**config.mk**
```make
export PLATFORM = sky130hd
export DESIGN_NAME = modbus_rtu_framer
export DESIGN_NICKNAME = d
export VERILOG_FILES = /design/src/rtl/modbus_rtu_framer_pkg.sv /design/src/rtl/modbus_silence_timer.sv /design/src/rtl/modbus_rtu_framer.sv
export SDC_FILE = /design/constraint.sdc
export NUM_CORES = 1
export LEC_CHECK = 0
export BUFFER_PORTS_ARGS = -buffer_cell sky130_fd_sc_hd__buf_2
export CORE_ASPECT_RATIO = 0.9
export CORE_MARGIN = 1.5
export CORE_UTILIZATION = 40
export CTS_CLUSTER_DIAMETER = 120
export DETAILED_ROUTE_END_ITERATION = 8
export GPL_TIMING_DRIVEN = 1
export RECOVER_POWER = 50
export REMOVE_ABC_BUFFERS = 1
export SETUP_SLACK_MARGIN = 0.05
export SLEW_MARGIN = 20
export SYNTH_ARGS = -nofsm -noshare
export SYNTH_HDL_FRONTEND = slang
export SYNTH_SLANG_ARGS = --single-unit
```
**constraint.sdc**
```tcl
create_clock -name clk -period 2.8 [get_ports clk]
set_clock_uncertainty 0.1 [all_clocks]
set_input_delay 0 -clock clk [delete_from_list [all_inputs] [get_ports clk]]
set_output_delay 0 -clock clk [all_outputs]
set_load 0.02 [all_outputs]
```
**src/rtl/modbus_rtu_framer_pkg.sv**
```systemverilog
// Shared types and constants for the Modbus RTU frame delimiter.
// Latency: none (types, constants and elaboration-time helpers only).
// Backpressure: none.
// Contents: framer_fsm_t state type, broadcast address, length-counter width,
//           minimum legal frame length, and t1.5/t3.5 cycle calculators.
package modbus_rtu_framer_pkg;

   // Unit address 0 is a broadcast: every slave accepts it and none replies.
   localparam logic [7:0] BROADCAST_ADDR = 8'h00;

   // Frame length counter width; holds 0..256 (address + PDU + CRC).
   localparam int LEN_W = 9;

   // Smallest well-formed frame: address + function code + CRC16.
   localparam int MIN_FRAME_LEN = 4;

   typedef enum logic [1:0] {
      SYNC_S = 2'd0,
      IDLE_S = 2'd1,
      RECV_S = 2'd2,
      DROP_S = 2'd3
   } framer_fsm_t;

   // Above 19200 baud the inter-character timings are fixed at 750 us / 1750 us;
   // at or below it they scale with the character time (11 bits per character).
   // 64-bit arithmetic because CLK_HZ*1750 overflows 32 bits at 50 MHz.
   function automatic int calc_t15(input longint clk_hz, input longint baud);
      longint cyc;
      if (baud > 64'sd19200) cyc = (clk_hz * 750) / 1000000;
      else                   cyc = (clk_hz * 165) / (10 * baud);
      return int'(cyc);
   endfunction

   function automatic int calc_t35(input longint clk_hz, input longint baud);
      longint cyc;
      if (baud > 64'sd19200) cyc = (clk_hz * 1750) / 1000000;
      else                   cyc = (clk_hz * 385) / (10 * baud);
      return int'(cyc);
   endfunction

endpackage

```
**src/rtl/modbus_silence_timer.sv**
```systemverilog
// Line-silence timer: counts clocks since the last received byte, saturating at t3.5.
// Latency: flags are combinational from the registered count (t35_reached looks one edge ahead).
// Backpressure: none; restarts on every rx_valid strobe.
// Ports: clk, rst (async, active-high), rx_valid (byte strobe) ->
//        t15_exceeded (gap since last byte is beyond t1.5),
//        t35_reached  (count arrives at t3.5 on the coming edge with no byte this cycle).
module modbus_silence_timer #(
   parameter int T15_CYC = 750,
   parameter int T35_CYC = 1750
) (
   input  logic clk,
   input  logic rst,
   input  logic rx_valid,
   output logic t15_exceeded,
   output logic t35_reached
);

   localparam int CNT_W = $clog2(T35_CYC + 1);
   localparam logic [CNT_W-1:0] T15_L    = CNT_W'(T15_CYC);
   localparam logic [CNT_W-1:0] T35_L    = CNT_W'(T35_CYC);
   localparam logic [CNT_W-1:0] T35_M1_L = CNT_W'(T35_CYC - 1);

   logic [CNT_W-1:0] sil_cnt;

   always_ff @(posedge clk or posedge rst) begin
      if (rst) begin
         sil_cnt <= '0;
      end else if (rx_valid) begin
         sil_cnt <= '0;
      end else if (sil_cnt != T35_L) begin
         sil_cnt <= sil_cnt + CNT_W'(1);
      end
   end

   // Sampled in the cycle a byte arrives, sil_cnt is exactly the gap before it.
   assign t15_exceeded = (sil_cnt > T15_L);

   // Raised one cycle early so the registered frm_eof lands in the same cycle
   // that sil_cnt shows T35_CYC. The >= also covers an already-saturated count.
   assign t35_reached = !rx_valid && (sil_cnt >= T35_M1_L);

endmodule

```
**src/rtl/modbus_rtu_framer.sv**
```systemverilog
// Modbus RTU frame delimiter: splits the UART byte stream on line silence, filters on
//   unit address, strips the address and forwards function code, payload and CRC.
// Latency: frm_valid/frm_data one cycle after rx_valid; frm_eof when silence reaches t3.5
//   (or the cycle after a byte that breaks the frame). Backpressure: none, one byte per rx_valid.
// Ports: clk, rst (async active-high); rx_byte/rx_valid/rx_err from UART;
//   frm_data/frm_valid/frm_sof/frm_eof/frm_err/frm_bcast to the slave RX FSM; busy = not idle.
module modbus_rtu_framer
   import modbus_rtu_framer_pkg::*;
#(
   parameter int         CLK_HZ     = 50_000_000,
   parameter int         BAUD       = 115200,
   parameter logic [7:0] SLAVE_ADDR = 8'h01,
   parameter int         MAX_LEN    = 256
) (
   input  logic       clk,
   input  logic       rst,
   input  logic [7:0] rx_byte,
   input  logic       rx_valid,
   input  logic       rx_err,
   output logic [7:0] frm_data,
   output logic       frm_valid,
   output logic       frm_sof,
   output logic       frm_eof,
   output logic       frm_err,
   output logic       frm_bcast,
   output logic       busy
);

   localparam int T15_CYC = calc_t15(longint'(CLK_HZ), longint'(BAUD));
   localparam int T35_CYC = calc_t35(longint'(CLK_HZ), longint'(BAUD));

   localparam logic [LEN_W-1:0] MAX_LEN_L = LEN_W'(MAX_LEN);
   localparam logic [LEN_W-1:0] MIN_LEN_L = LEN_W'(MIN_FRAME_LEN);
   localparam logic [LEN_W-1:0] ONE_L     = LEN_W'(1);

   framer_fsm_t      state;
   logic [LEN_W-1:0] len_cnt;
   logic             t15_exceeded;
   logic             t35_reached;
   logic             run_q;
   logic             addr_hit;
   logic             sof_done;

   modbus_silence_timer #(
      .T15_CYC (T15_CYC),
      .T35_CYC (T35_CYC)
   ) u_silence_timer (
      .clk          (clk),
      .rst          (rst),
      .rx_valid     (rx_valid),
      .t15_exceeded (t15_exceeded),
      .t35_reached  (t35_reached)
   );

   assign addr_hit = (rx_byte == SLAVE_ADDR) || (rx_byte == BROADCAST_ADDR);

   // len_cnt counts the address too, so anything above 1 means sof went out
   // and the consumer is owed exactly one frm_eof.
   assign sof_done = (len_cnt > ONE_L);

   always_ff @(posedge clk or posedge rst) begin
      if (rst) begin
         state     <= SYNC_S;
         len_cnt   <= '0;
         frm_data  <= '0;
         frm_valid <= 1'b0;
         frm_sof   <= 1'b0;
         frm_eof   <= 1'b0;
         frm_err   <= 1'b0;
         frm_bcast <= 1'b0;
      end else begin
         frm_valid <= 1'b0;
         frm_sof   <= 1'b0;
         frm_eof   <= 1'b0;
         frm_err   <= 1'b0;
         // bcast lives until the cycle after eof; a new broadcast address
         // accepted in that same cycle (IDLE_S below) takes precedence.
         if (frm_eof) frm_bcast <= 1'b0;

         case (state)
            // After reset we may have woken mid-frame: wait for a full t3.5 of quiet.
            SYNC_S: begin
               if (t35_reached) state <= IDLE_S;
            end

            IDLE_S: begin
               len_cnt <= '0;
               if (rx_valid) begin
                  if (!rx_err && addr_hit) begin
                     state     <= RECV_S;
                     len_cnt   <= ONE_L;
                     frm_bcast <= (rx_byte == BROADCAST_ADDR);
                  end else begin
                     state <= DROP_S;
                  end
               end
            end

            RECV_S: begin
               // A byte in this cycle always beats the silence-based close.
               if (rx_valid) begin
                  if (!t15_exceeded && !rx_err && (len_cnt < MAX_LEN_L)) begin
                     frm_valid <= 1'b1;
                     frm_data  <= rx_byte;
                     frm_sof   <= (len_cnt == ONE_L);
                     len_cnt   <= len_cnt + ONE_L;
                  end else begin
                     state <= DROP_S;
                     if (sof_done) begin
                        frm_eof <= 1'b1;
                        frm_err <= 1'b1;
                     end else begin
                        frm_bcast <= 1'b0;
                     end
                  end
               end else if (t35_reached) begin
                  state <= IDLE_S;
                  if (sof_done) begin
                     frm_eof <= 1'b1;
                     frm_err <= (len_cnt < MIN_LEN_L);
                  end else begin
                     // Address alone then silence: nothing was announced downstream.
                     frm_bcast <= 1'b0;
                  end
               end
            end

            DROP_S: begin
               if (t35_reached) state <= IDLE_S;
            end

            default: state <= SYNC_S;
         endcase
      end
   end

   // run_q keeps busy low while reset is held even though the FSM sits in SYNC_S.
   always_ff @(posedge clk or posedge rst) begin
      if (rst) run_q <= 1'b0;
      else     run_q <= 1'b1;
   end

   assign busy = run_q && (state != IDLE_S);

endmodule

```
==> metrics.txt, run 1 <==
status=finished, final reports clean; clk root buf=clkbuf_8; Via density=5.285; total grt overflow=0; placed cell count=316; syn avg cell area=9.966 um^2; global-route wire length before repair=8197 um; register area=0.001051 mm^2; Crit path max-delay family=compound AO/OA/AOI/OAI gates; share of layout cells above drive strength 1=14.66%; met1 GRT Util=26.26%; critical path's slowest cell=o21ai_4; CP Buf/Inv Count=0; Global Route met2 Usage=25.56%; min Tclk post-route=2413 ps; Die W=82.27 um; RePlAce Congestion=0.8238; nets=283; multi-input logic area=0.001135 mm^2; worst-skew pair later-pin latency=300 ps; Synth Instances=227; RSZ-0062 raised after global routing=no; Max H-tree Level=2; Core Rows=25; number of global-route vias before repair=1,690; sequential share of the synthesized area=46.46%; Die H=74.35 um; endpoint class of the critical path=flip-flop; Port Buf Inserts=25; leakage dissipation=0.001181 uW; Cell variety after synth=50; Mapped Area=0.002262 mm^2; max-slew violation count=0; DR DRC count=0; total of max-cap violations=0; clock slew at reported path FFs=80 ps; Post-CTS Setup Inserts=0; CTS resizes=0; total negative slack=0 ps; CTS tree=built; Setup crit start kind=flip-flop; share of the synthesized area in the top cell type=46.46%; GR Layer Usage met3=5.276%; cts bufs inserted=5; final cycle utilization of the critical path=86.18%; Worst Tran Pin Value=1025 ps; final std cells w/o fill=333; antenna-violating nets left=0; CP max FO=18; post-cts hold buffer count=9; First-pass DRT Iterations=4; DPL Wire Length=3244 um; area growth from synthesis to layout=16.65%; Final Hold Fails=0; antenna cell count=0; EDFF count, synth=0; core outline area=0.005349 mm^2; Fillers=518; VDD IR-drop max=425.2 uV; total track usage=17.99%; CP cell instances=nor3b_2 > nand4_1 > o311a_4 > o21ai_4 > mux2_2; fraction of registers with async set/reset=100.0%; routed length per instance=14.18 um; Iter 0 DRT Violations=114; CP max stage delay=480 ps; Worst Setup Path Type=flip-flop to flip-flop; CTS max path bufs=2; Die ar.=0.006116 mm^2; Synth Register Bits=42; max_slew headroom=31.67%; Yosys top cell by area=dfrtp_1; antenna violations before repair=0; Yosys Warn Count=0; final setup violation count=0; Clock Sinks=42; synth top area cells=dfrtp_1 46%, nor2_1 4.8%, mux2_2 4.0%; busiest metal layer after global routing=met1; final cell utilization of the core=49.33%; Data arrival, critical path=2490 ps; total number of vias=1,760; Starting Density=42.29%; largest net degree at the start of global routing=43; Routed Wire Length=4721 um; Hold WC Path Type=primary input to flip-flop; CP required=2880 ps; Synth Flop Type=dfrtp_1; Peak Freq=414.4 MHz; I/O Pins=26; pwr dens=662.2 mW/mm^2
## worst paths after layout
check,start,endpoint,slack [ps],cells after the start
hold reg to reg,frm_data[4],frm_data[4],410,1
hold / removal,rx_valid,u_silence_timer.sil_cnt[5],50,2
setup / recovery,u_silence_timer.sil_cnt[11],frm_data[2],390,5
min in group asynchronous,rst,frm_data[1],470,4
max in group asynchronous,rst,frm_err,1510,4
setup reg to reg,u_silence_timer.sil_cnt[11],frm_data[2],390,5
## kinds of logic (layout without fill, tap and decap cells)
kind of cell / Yosys count / count (layout) / synth area share, %
AND/OR/NAND/NOR: 98 / 98 / 23.29
other: 1 / 1 / 0.1658
adder cells (fa/ha/maj): 6 / 6 / 3.318
AO/OA/AOI/OAI: 33 / 33 / 11.12
buffers and inverters: 18 / 57 / 3.373
flip-flops: 42 / 42 / 46.46
multiplexers: 11 / 11 / 5.310
XOR/XNOR: 18 / 18 / 6.969
## layer usage
layer	vias up	routed length, um
li1	884	-
met1	841	2394
met2	29	2077
met3	6	196
met4	0	53
met5	-	0
## area by class of cell
class                      count  share of cell area [%]
clock inverter                 1                   1.138
tap                           67                   3.177
inverter                      13                   1.849
multi-input combinational    167                   43.01
sequential                    42                   39.83
clock buffer                   7                   2.892
timing repair buffer          36                   8.108
## synthesized netlist by cell type (4+ instances only)
| library cell | n |
|---|---|
| o21a_1 | 4 |
| nor3_1 | 8 |
| mux2_2 | 8 |
| dfrtp_1 | 42 |
| xnor2_1 | 10 |
| ha_1 | 6 |
| nor2_1 | 29 |
| a211oi_1 | 4 |
| xor2_1 | 8 |
| nor4_1 | 6 |
| and3_1 | 9 |
| nand3_1 | 11 |
| inv_1 | 12 |
| nand2_1 | 13 |
| a21oi_1 | 4 |
| o21ai_0 | 7 |
## power breakdown
part           leakage (uW)  switching (uW)  internal (uW)
sequential         0.000562            56.2            698
clock             0.0000524             199            267
combinational      0.000567             324            203
## per-stage QoR
step                area (um^2)  total power, uW  hold slack, ps  setup slack [ps]
global route               2639             1880           62.74             208.4
CTS                        2655             1787           51.74             389.5
global placement           2459             1288           70.18             456.8
floorplan                  2235             1139          -33.68             653.5
detailed placement         2459             1300           65.18             403.8
finish                     2639             1747           48.71             387.0
## placed cells by master (no fill, tap or decap), drive strengths merged, types with 8 or more instances in the layout
cell type | netlist | final
o21ai | 9 | 9
clkbuf | 3 | 19
and3 | 9 | 9
xnor2 | 10 | 10
inv | 13 | 13
dfrtp | 42 | 42
mux2 | 8 | 8
nand2 | 13 | 13
nor3 | 9 | 9
dlygate4sd3 | 0 | 9
buf | 2 | 15
nand3 | 12 | 12
nor2 | 30 | 30
xor2 | 8 | 8
## flip-flops by register name (all words and copies together) (netlist names)
| name | cells |
|---|---|
| frm_sof | 1 |
| len_cnt | 9 |
| frm_data | 8 |
| frm_err | 1 |
| run_q | 1 |
| frm_eof | 1 |
| u_silence_timer.sil_cnt | 17 |
| frm_valid | 1 |
| frm_bcast | 1 |
| state | 2 |
## worst register-to-register path: stages (launching register included)
cell and delay (ps):
dfrtp_1 460, nor3b_2 220, nand4_1 210, o311a_4 410, o21ai_4 480, mux2_2 410
Power figures use the tool's default switching activity.
==> run 2, diff against run 1 <==
--- a/config.mk
+++ b/config.mk
@@ -6,12 +6,12 @@
 export NUM_CORES = 1
 export LEC_CHECK = 0
 export BUFFER_PORTS_ARGS = -buffer_cell sky130_fd_sc_hd__buf_2
-export CORE_ASPECT_RATIO = 0.9
+export CORE_ASPECT_RATIO = 1.75
 export CORE_MARGIN = 1.5
 export CORE_UTILIZATION = 40
 export CTS_CLUSTER_DIAMETER = 120
 export DETAILED_ROUTE_END_ITERATION = 8
-export GPL_TIMING_DRIVEN = 1
+export GPL_TIMING_DRIVEN = 0
 export RECOVER_POWER = 50
 export REMOVE_ABC_BUFFERS = 1
 export SETUP_SLACK_MARGIN = 0.05
==> run 2 against run 1 <==
  * Final cell count rose by 2.4%
  * Largest cell class unchanged
  * Largest power group unchanged
  * Non-clock buffer count fell by 1
  * Worst hold slack improved by 4.7 ps
  * Count of clock-buffer cells in the layout fell by 2
  * Sequential cell count did not move
  * Global-route usage rose by 0.31 points
  * Maximum frequency rose by 1.3%
==> metrics.txt, run 2 (synthesized netlist as in run 1, its figures left out) <==
Clock Sinks=42; CP max FO=18; area growth from synthesis to layout=16.43%; CP required=2890 ps; most frequent cells in the layout=42 x dfrtp_1, 29 x nor2_1, 19 x buf_2; Hold WC Path Type=primary input to flip-flop; Worst Tran Pin Value=1353 ps; routed length per instance=14.85 um; DR DRC count=0; total track usage=18.30%; RePlAce Congestion=0.8112; clock network fraction of design power=23.8%; leakage dissipation=0.001179 uW; clk root buf=clkbuf_8; Port Buf Inserts=25; Die H=102.5 um; Iter 0 DRT Violations=36; antenna cell count=0; internal reg-to-reg setup slack=420 ps; total number of vias=1,773; Largest Register=u_silence_timer.sil_cnt; Final Hold Fails=0; Core Rows=36; CTS resizes=0; Die ar.=0.006133 mm^2; clock slew at reported path FFs=90 ps; final cycle utilization of the critical path=85.09%; max-slew violation count=0; I/O Pins=26; pwr dens=644.2 mW/mm^2; total negative slack=0 ps; Die W=59.85 um; number of global-route vias before repair=1,834; Setup crit start kind=flip-flop; CP cell instances=nand3_2 > o21a_1 > o311a_4 > o21ai_4 > mux2_2; RSZ-0062 raised after global routing=no; antenna-violating nets left=0; Seq pwr share=44.5%; min Tclk post-route=2383 ps; Pwr Total=1697 uW; Post-CTS Setup Inserts=0; Starting Density=41.17%; Routed Wire Length=5065 um; number of flip-flops in the largest register=17; CTS tree=built; Regs by FF count=u_silence_timer.sil_cnt: 17 flops, len_cnt: 9 flops, frm_data: 8 flops; Data arrival, critical path=2470 ps; largest net degree at the start of global routing=27; Via density=5.199; cts bufs inserted=5; Internal=1087 uW; total grt overflow=0; CP max stage delay=470 ps; critical path's slowest cell=o21ai_4; nets=282; most common cell after layout, fill and taps aside=dfrtp_1; core outline area=0.005495 mm^2; Worst Setup Path Type=flip-flop to flip-flop; switching share of power=35.92%; DPL Wire Length=3656 um; endpoint class of the critical path=flip-flop; VDD IR-drop max=514.3 uV; Max H-tree Level=2; worst-skew pair later-pin latency=300 ps; CTS max path bufs=2; global-route wire length before repair=8556 um; combinational share of power=31.7%; Fillers=554; First-pass DRT Iterations=4; max_slew headroom=9.832%; Peak Freq=419.7 MHz; share of layout cells above drive strength 1=16.60%; final setup violation count=0; antenna violations before repair=0; status=finished, final reports clean; Switch Pwr=609.4 uW; total of max-cap violations=0
-- run 2: power by group through the flow --
| stage | Combinational (uW) | Sequential, uW | Clock, uW |
|---|---|---|---|
| 3_5_place_dp | 537 | 766 | 0 |
| 4_1_cts | 548 | 754 | 419 |
| 3_3_place_gp | 531 | 765 | 0 |
| 2_1_floorplan | 301 | 838 | 0 |
| 6_report | 538 | 755 | 404 |
| 5_1_grt | 599 | 768 | 452 |
-- run 2: what timing repair did --
action / 4_1_cts / 5_1_grt
setup endpoints to repair: 0 / 0
hold endpoints to repair: 50 / 0
hold buffers: 9 / 0
-- run 2: worst max-delay path: cells and delay by family, from the launching register on --
kind / cells / cell delay (ps)
AOI/OAI and AO/OA: 3 / 1090
DFF: 1 / 460
muxes: 1 / 400
and+or+nand+nor: 1 / 210
-- run 2: path summary, 6_finish.rpt --
kind                                             from                           to  depth (start not counted)
setup / recovery           u_silence_timer.sil_cnt[5]                  frm_data[4]                          5
hold / removal                               rx_valid  u_silence_timer.sil_cnt[13]                          2
setup reg to reg           u_silence_timer.sil_cnt[5]                  frm_data[4]                          5
hold reg to reg                           frm_data[2]                  frm_data[2]                          1
max in group asynchronous                         rst                   len_cnt[2]                          4
min in group asynchronous                         rst                  frm_data[6]                          3
-- run 2: final cells by class --
| cell class | instances | area (um^2) | area share (%) |
|---|---|---|---|
| multi-input cells | 167 | 1135 | 43.09 |
| clock buffers | 5 | 68.82 | 2.613 |
| well taps | 76 | 95.09 | 3.610 |
| inverters | 13 | 48.80 | 1.853 |
| clock inverters | 3 | 23.77 | 0.9026 |
| repair buffers | 35 | 211.5 | 8.028 |
| flip-flops and latches | 42 | 1051 | 39.91 |
-- run 2: stage by stage --
| stage | util, % | setup WS, ps | std cells | hold slack, ps | area, um^2 |
|---|---|---|---|---|---|
| floorplan | - | 653.5 | 222 | -33.68 | 2235 |
| global placement | 44.67 | 431.5 | 323 | 150.3 | 2455 |
| detailed placement | 45.04 | 429.4 | 324 | -73.47 | 2475 |
| CTS | 48.36 | 414.3 | 341 | 50.21 | 2658 |
| global route | 47.93 | 200.2 | 341 | 67.27 | 2634 |
| finish | 47.93 | 417.4 | 341 | 53.46 | 2634 |
-- run 2: routing by layer --
metal  track usage (%)  up-vias  share of wire [%]
met2             33.28       22                 56
li1                  -      875                  -
met1             19.74      863                 39
met4             8.547        0                3.4
met5                 0        -                  0
met3             3.165       13                1.9
